--- config.mk ---
export PLATFORM = sky130hd
export DESIGN_NAME = rv_width_downsizer
export DESIGN_NICKNAME = d
export VERILOG_FILES = /design/src/rtl/rv_width_downsizer_pkg.sv /design/src/rtl/rv_width_downsizer_beat_counter.sv /design/src/rtl/rv_width_downsizer.sv
export SDC_FILE = /design/constraint.sdc
export NUM_CORES = 1
export LEC_CHECK = 0
export ABC_AREA = 1
export ABC_CLOCK_PERIOD_IN_PS = 4100
export CORE_ASPECT_RATIO = 0.9
export CORE_MARGIN = 5
export CORE_UTILIZATION = 39
export CTS_CLUSTER_DIAMETER = 60
export DETAILED_ROUTE_END_ITERATION = 8
export PLACE_DENSITY = 0.73
export SLEW_MARGIN = 25
export SYNTH_ARGS = -nofsm -noshare
export SYNTH_HDL_FRONTEND = slang
export SYNTH_HIERARCHICAL = 1
export SYNTH_SLANG_ARGS = --single-unit
--- constraint.sdc ---
create_clock -name clk -period 4.1 [get_ports clk]
set_input_delay 1.23 -clock clk [delete_from_list [all_inputs] [get_ports clk]]
set_output_delay 1.23 -clock clk [all_outputs]
set_load 0.01 [all_outputs]
--- src/rtl/rv_width_downsizer_pkg.sv ---
// Shared types and helpers for the ready/valid width down-converter.
// Holds state encodings, clog2 and the RATIO legality check.
package rv_width_downsizer_pkg;

   typedef enum logic {
      IDLE  = 1'b0,
      SHIFT = 1'b1
   } state_t;

   localparam int RATIO_MIN = 2;
   localparam int RATIO_MAX = 16;

   function automatic int clog2(input int v);
      int r;
      r = 0;
      while ((1 << r) < v) r++;
      return r;
   endfunction

   function automatic bit ratio_ok(input int r);
      return (r >= RATIO_MIN) && (r <= RATIO_MAX);
   endfunction

endpackage

--- src/rtl/rv_width_downsizer_beat_counter.sv ---
// Beat index / beat count tracker for the down-converter.
// Loads a clamped count, advances per beat, flags the final beat.
module rv_beat_counter
   import rv_width_downsizer_pkg::*;
#(
   parameter int RATIO = 4
) (
   input  logic                       clk,
   input  logic                       arst,
   input  logic                       load,
   input  logic [clog2(RATIO+1)-1:0]  cnt,
   input  logic                       step,
   input  logic                       done,
   output logic [clog2(RATIO)-1:0]    idx,
   output logic                       last
);

   localparam int CW = clog2(RATIO + 1);

   logic [CW-1:0] n;
   logic [CW-1:0] n_ld;

   assign n_ld = (cnt > CW'(RATIO)) ? CW'(RATIO) : cnt;

   always_ff @(posedge clk) begin
      if (arst) begin
         idx  <= '0;
         n    <= '0;
         last <= 1'b0;
      end else if (load) begin
         idx  <= '0;
         n    <= n_ld;
         last <= (n_ld == CW'(1));
      end else if (step) begin
         idx  <= idx + 1'b1;
         last <= ((CW'(idx) + CW'(1)) == (n - CW'(1)));
      end else if (done) begin
         last <= 1'b0;
      end
   end

endmodule

--- src/rtl/rv_width_downsizer.sv ---
// Ready/valid width down-converter: one wide word in, up to RATIO
// narrow beats out, LSB sub-word first, last beat flagged.
module rv_width_downsizer
   import rv_width_downsizer_pkg::*;
#(
   parameter int WIDTH_OUT = 16,
   parameter int RATIO     = 4,
   localparam int CW       = clog2(RATIO + 1)
) (
   input  logic                       clk,
   input  logic                       arst,
   input  logic                       valid_i,
   input  logic [RATIO*WIDTH_OUT-1:0] dat_i,
   input  logic [CW-1:0]              cnt_i,
   output logic                       ready_i,
   output logic                       valid_o,
   output logic [WIDTH_OUT-1:0]       dat_o,
   output logic                       last_o,
   input  logic                       ready_o
);

   localparam int IW = clog2(RATIO);

   if (!ratio_ok(RATIO)) begin : g_ratio_chk
      $error("rv_width_downsizer: RATIO must be in 2..16");
   end

   state_t               state;
   logic [WIDTH_OUT-1:0] hold [RATIO];
   logic [IW-1:0]        idx;
   logic                 in_xfer;
   logic                 out_xfer;
   logic                 load;
   logic                 step;
   logic                 done;

   // Combinational path from ready_o keeps consecutive words bubble-free.
   assign ready_i  = !arst & (!valid_o | (ready_o & last_o));
   assign valid_o  = (state == SHIFT);
   assign in_xfer  = valid_i & ready_i;
   assign out_xfer = valid_o & ready_o;
   assign load     = in_xfer & (cnt_i != '0);
   assign step     = out_xfer & !last_o;
   assign done     = out_xfer & last_o & !load;

   rv_beat_counter #(
      .RATIO (RATIO)
   ) u_cnt (
      .clk  (clk),
      .arst (arst),
      .load (load),
      .cnt  (cnt_i),
      .step (step),
      .done (done),
      .idx  (idx),
      .last (last_o)
   );

   always_ff @(posedge clk) begin
      if (arst) begin
         state <= IDLE;
         dat_o <= '0;
         for (int k = 0; k < RATIO; k++) hold[k] <= '0;
      end else if (load) begin
         state <= SHIFT;
         dat_o <= dat_i[WIDTH_OUT-1:0];
         for (int k = 0; k < RATIO; k++)
            hold[k] <= dat_i[k*WIDTH_OUT +: WIDTH_OUT];
      end else if (step) begin
         dat_o <= hold[idx + 1'b1];
      end else if (done) begin
         state <= IDLE;
      end
   end

endmodule
After elaboration in Yosys (flattened, before gate mapping)
Memories as Yosys holds them, arrays and structs flattened.
Cells that the tools add are included.
{"block": "totals", "ff_bits": 23, "mem_bits_rw": 64, "inputBits": 71, "out_inout_bits": 19, "n_memories": 1}
{"memory": "hold", "words": 4, "word_bits": 16, "rd": 1, "rd_clocked_by_memory_dff": 0, "wr": 4, "line": "rv_width_downsizer.sv:29", "text": "logic [WIDTH_OUT-1:0] hold [RATIO];"}
{"block": "classes", "add_sub_neg": 3, "n_lt_le_gt_ge": 1, "eq_ne": 3, "n_mux": 17, "n_bitwise": 13, "n_reduce_logical": 10}
{"operator": "$mux W16", "count": 6}
{"operator": "$mux W1", "count": 10}
{"operator": "$and A1 B1 Y1", "count": 8}
{"operator": "$reduce_bool A3 Y1", "count": 2}
{"operator": "$or A1 B1 Y1", "count": 5}
{"operator": "$logic_not A1 Y1", "count": 4}
{"operator": "$reduce_bool A2 Y1", "count": 2}
{"operator": "$add A2 B1 Y3 const B", "count": 1}
{"operator": "$eq A3 B1 Y1 const B", "count": 1}
{"operator": "$eq A3 B3 Y1", "count": 1}
{"operator": "$gt A3 B3 Y1 const B", "count": 1}
{"operator": "$mux W3", "count": 1}
{"operator": "$sub A3 B1 Y3 const B", "count": 1}
{"operator": "$add A2 B1 Y2 const B", "count": 1}
{"operator": "$ne A2 B2 Y1 const B", "count": 1}
{"operator": "$reduce_and A2 Y1", "count": 1}
{"operator": "$reduce_or A2 Y1", "count": 1}

Depth between registers and ports, before layout
{"block": "logic_depth", "depth_word": 10, "ltp_mapped": 11, "ltp_nobuf": 9}

By module
The synthesis kept the hierarchy.
{"module": "rv_width_downsizer", "instances": 1, "cells_each": 495, "area_per_inst_um2": 4070.2, "seq_area_each_um2": 2262.2}
{"module": "rv_beat_counter", "instances": 1, "cells_each": 52, "area_per_inst_um2": 325.3, "seq_area_each_um2": 120.1}

Worst setup path after synthesis
OpenSTA, ideal clock, no wires.
{"block": "synth_path", "path_kind": "input to register", "start": "input ready_o", "end": "memory hold[0][0] (enable)", "setup_ns": 0.424, "t_arrival_ns": 3.290, "required_ns": 3.676, "slack_ns": 0.386, "stages": 8, "path_buffers": 2, "path_cell_list": "nand2_1 > nand2_2 > nand2_4 > inv_2 > nand2_4 > buf_6 > buf_6 > nand2_1"}
{"item": "start: declaration", "line": "rv_width_downsizer.sv:19", "text": "input logic ready_o"}
{"item": "end: declaration", "line": "rv_width_downsizer.sv:29"}

Worst setup path after layout
{"block": "layout_path", "start": "input ready_o", "end": "output ready_i"}
{"block": "layout_via", "elab_chain_len": 3}
{"item": "$and A1 B1 Y1", "line": "rv_width_downsizer.sv:38", "text": "assign ready_i = !arst & (!valid_o | (ready_o & last_o));"}
{"item": "$or A1 B1 Y1", "line": "rv_width_downsizer.sv:38"}
{"item": "$and A1 B1 Y1", "line": "rv_width_downsizer.sv:38"}
{"item": "end: declaration", "line": "rv_width_downsizer.sv:15", "text": "output logic ready_i,"}
Every way passes these cells.

==> impl_metrics.csv <==
group,metric,value,unit
outcome,status,"finished, final reports clean",
routing,first_pass_iters,5,
cts,post_cts_buffers,0,
power_and_ir_drop,pwr_density_cell,387,nW/um^2
die,initial_core_util,0.402,
routing,drc,0,
timing,fin_skew,5.47,ps
setup_path,crit_required,2870,ps
synth,synth_cell_types,26,
cts,clockBufferDepth,2,
setup_path,critPathLaunchType,"input pin",
final_layout,drive_above_1_share,0.0659,
die,die_width,122,um
cts,cts_tree,"yes",
cts,postCtsResizedCells,0,
cts,cts_hold_buf,0,
synth,syn_avg_cell_area,8.04,um^2
setup_path,r2r_end,"hold[0][10]",
timing,rsz0062_at_grt,"no",
setup_path,r2r_start,"u_cnt/last",
synth,syn_inst,547,
routing,vias,3425,
timing,worstMarginPinSlew,533,ps
die,fp.dieH,111,um
die,ioPinCount,90,
die,core,10900,um^2
power_and_ir_drop,peakVddDrop,0.000185,V
timing,slew-limit-headroom,0.644,
job,cap_violations,0,
routing,ant_nets,0,
setup_path,critPathKind,"input pin to primary output",
timing,tns,0,ps
timing,fmaxAchievable,260,MHz
cts,cts.htree.levels,3,
timing,timing.final.hold_violations,0,
final_layout,nFillCells,1061,
cts,clock_sinks,87,
final_layout,layout.nets,705,
synth,seq_area_frac_synth,0.542,
setup_path,crit_fanout,3,
synth,synth_top_area_frac,0.437,
final_layout,fin_util,0.516,
routing,first_iter_violations,253,
cts,clk-insertion-delay-late,330,ps
die,num_rows,36,
place,dp_hpwl,6600,um
power_and_ir_drop,p_leak,2.79,nW
final_layout,final_common_cell,"nand2_1",
final_layout,antenna_cells,0,
grt,antenna_found_initial,0,
synth,ys_warn_count,6,
grt,overflow,0,
final_layout,synthToLayoutAreaGrowth,28.4,%
cts,cts_root_buffer,"clkbuf_16",
place,gp_congestion,0.823,
grt,grt_start_max_net_pins,65,
grt,grt_pass1_wl,15600,um
routing,avgViaCountPerCell,4.34,
min_path,worstHoldPathType,"register to register",
synth,yosys.area.top_type,"edfxtp_1",
place,io_buffers,89,
power_and_ir_drop,power,2.18,mW
final_layout,fin_cells,789,
routing,wirelength,9470,um
setup_path,crit_end,"ready_i",
synth,ys_seq_elements,87,
timing,fin_crit_sh,0.938,
cts,cts_buffers,9,
synth,syn-cell-area,4400,um^2
grt,grt_use_total,0.143,
routing,routedWlPerCell,12.0,um
timing,finalCriticalPeriod,3850,ps
cts,clk_pin_slew_worst_paths,60,ps
final_layout,final_cell_mix,"nand2_1, nor2_1, clkdlybuf4s50_1",
setup_path,cp-end-kind,"primary output",
grt,grt_pass1_vias,3377,
timing,finalMaxSlewViolations,0,
setup_path,r2r_cells,7,
timing,setup_viol,0,
synth,yosys-top-cells-area,"edfxtp_1, nand2_1, dfxtp_1",
die,die_area,13500,um^2
setup_path,reg2reg_slack,2190,ps
synth,synth.net_count,620,
setup_path,critPathLaunch,"ready_o",
place,dp.cells,773,
setup_path,arrival,2620,ps
==> power breakdown <==
part	internal (mW)	total (mW)	switching [mW]
Sequential	1.02	1.04	0.0215
Combinational	0.170	0.361	0.191
Clock	0.469	0.784	0.315
==> routing by layer <==
layer / GRT usage / share of wire / vias up
met3: 0.0337 / 0.056 / 9
met2: 0.226 / 0.46 / 82
met4: 0.0523 / 0.012 / 0
met1: 0.191 / 0.47 / 1517
met5: 0 / 0 / -
li1: - / - / 1817
==> logic make-up after synthesis <==
family                   Yosys count  share of synthesized area
buffers and inverters            102                      0.110
adder cells (fa/ha/maj)            2                    0.00569
AO/OA/AOI/OAI                      9                     0.0111
AND/OR/NAND/NOR                  347                      0.331
flip-flops                        87                      0.542
==> stage by stage <==
stage	hold WS, ps	instance area, um^2	setup slack [ps]
global placement	487	5350	283
finish	495	5640	252
global route	520	5640	181
floorplan	452	4400	386
CTS	498	5640	245
detailed placement	487	5350	255
==> worst max-delay path, stage by stage <==
cell and delay, ps:
clkdlybuf4s50_1 510, nand2_1 90, nand2_2 90, nand2_4 70, inv_2 80, clkdlybuf4s50_1 530
==> cell type report <==
class                           count  area [um^2]  share of cell area
Multi-Input combinational cell    358         1530               0.271
Clock inverter                      6         61.3              0.0109
Tap cell                          152          190              0.0337
Timing Repair Buffer               94          941               0.167
Inverter                           82          310              0.0550
Clock buffer                       10          229              0.0406
Sequential cell                    87         2380               0.422
==> Yosys cell counts <==
cell	instances
clkbuf_1	1
dfxtp_1	23
inv_2	3
nor2_4	1
edfxtp_1	64
o22ai_1	1
nor2_2	2
inv_1	78
nand3b_1	16
a211oi_1	1
buf_2	4
inv_4	1
o21ai_0	2
buf_1	1
buf_4	5
nand3_1	3
nand3_2	1
nand2_1	220
ha_1	2
nand2_2	9
buf_12	1
a21oi_1	5
nand2_4	4
nor2_8	1
buf_6	8
nor2_1	90
==> registers in the layout (all words and copies together) (netlist names) <==
register,count
u_cnt/idx,2
u_cnt/last,1
valid_o,1
hold,64
u_cnt/n,3
dat_o,16
==> worst min-delay path by stage <==
stage	endpoint	slack, ps	startpoint	cells after the start
6_report	u_cnt/n[2]	490	u_cnt/n[2]	2
4_1_cts	u_cnt/n[2]	500	u_cnt/n[2]	2
2_1_floorplan	u_cnt/n[2]	450	u_cnt/n[2]	2
5_1_grt	u_cnt/n[2]	520	u_cnt/n[2]	2
3_3_place_gp	u_cnt/n[2]	490	u_cnt/n[2]	2
3_5_place_dp	u_cnt/n[2]	490	u_cnt/n[2]	2
(Power assumes the default switching activity.)
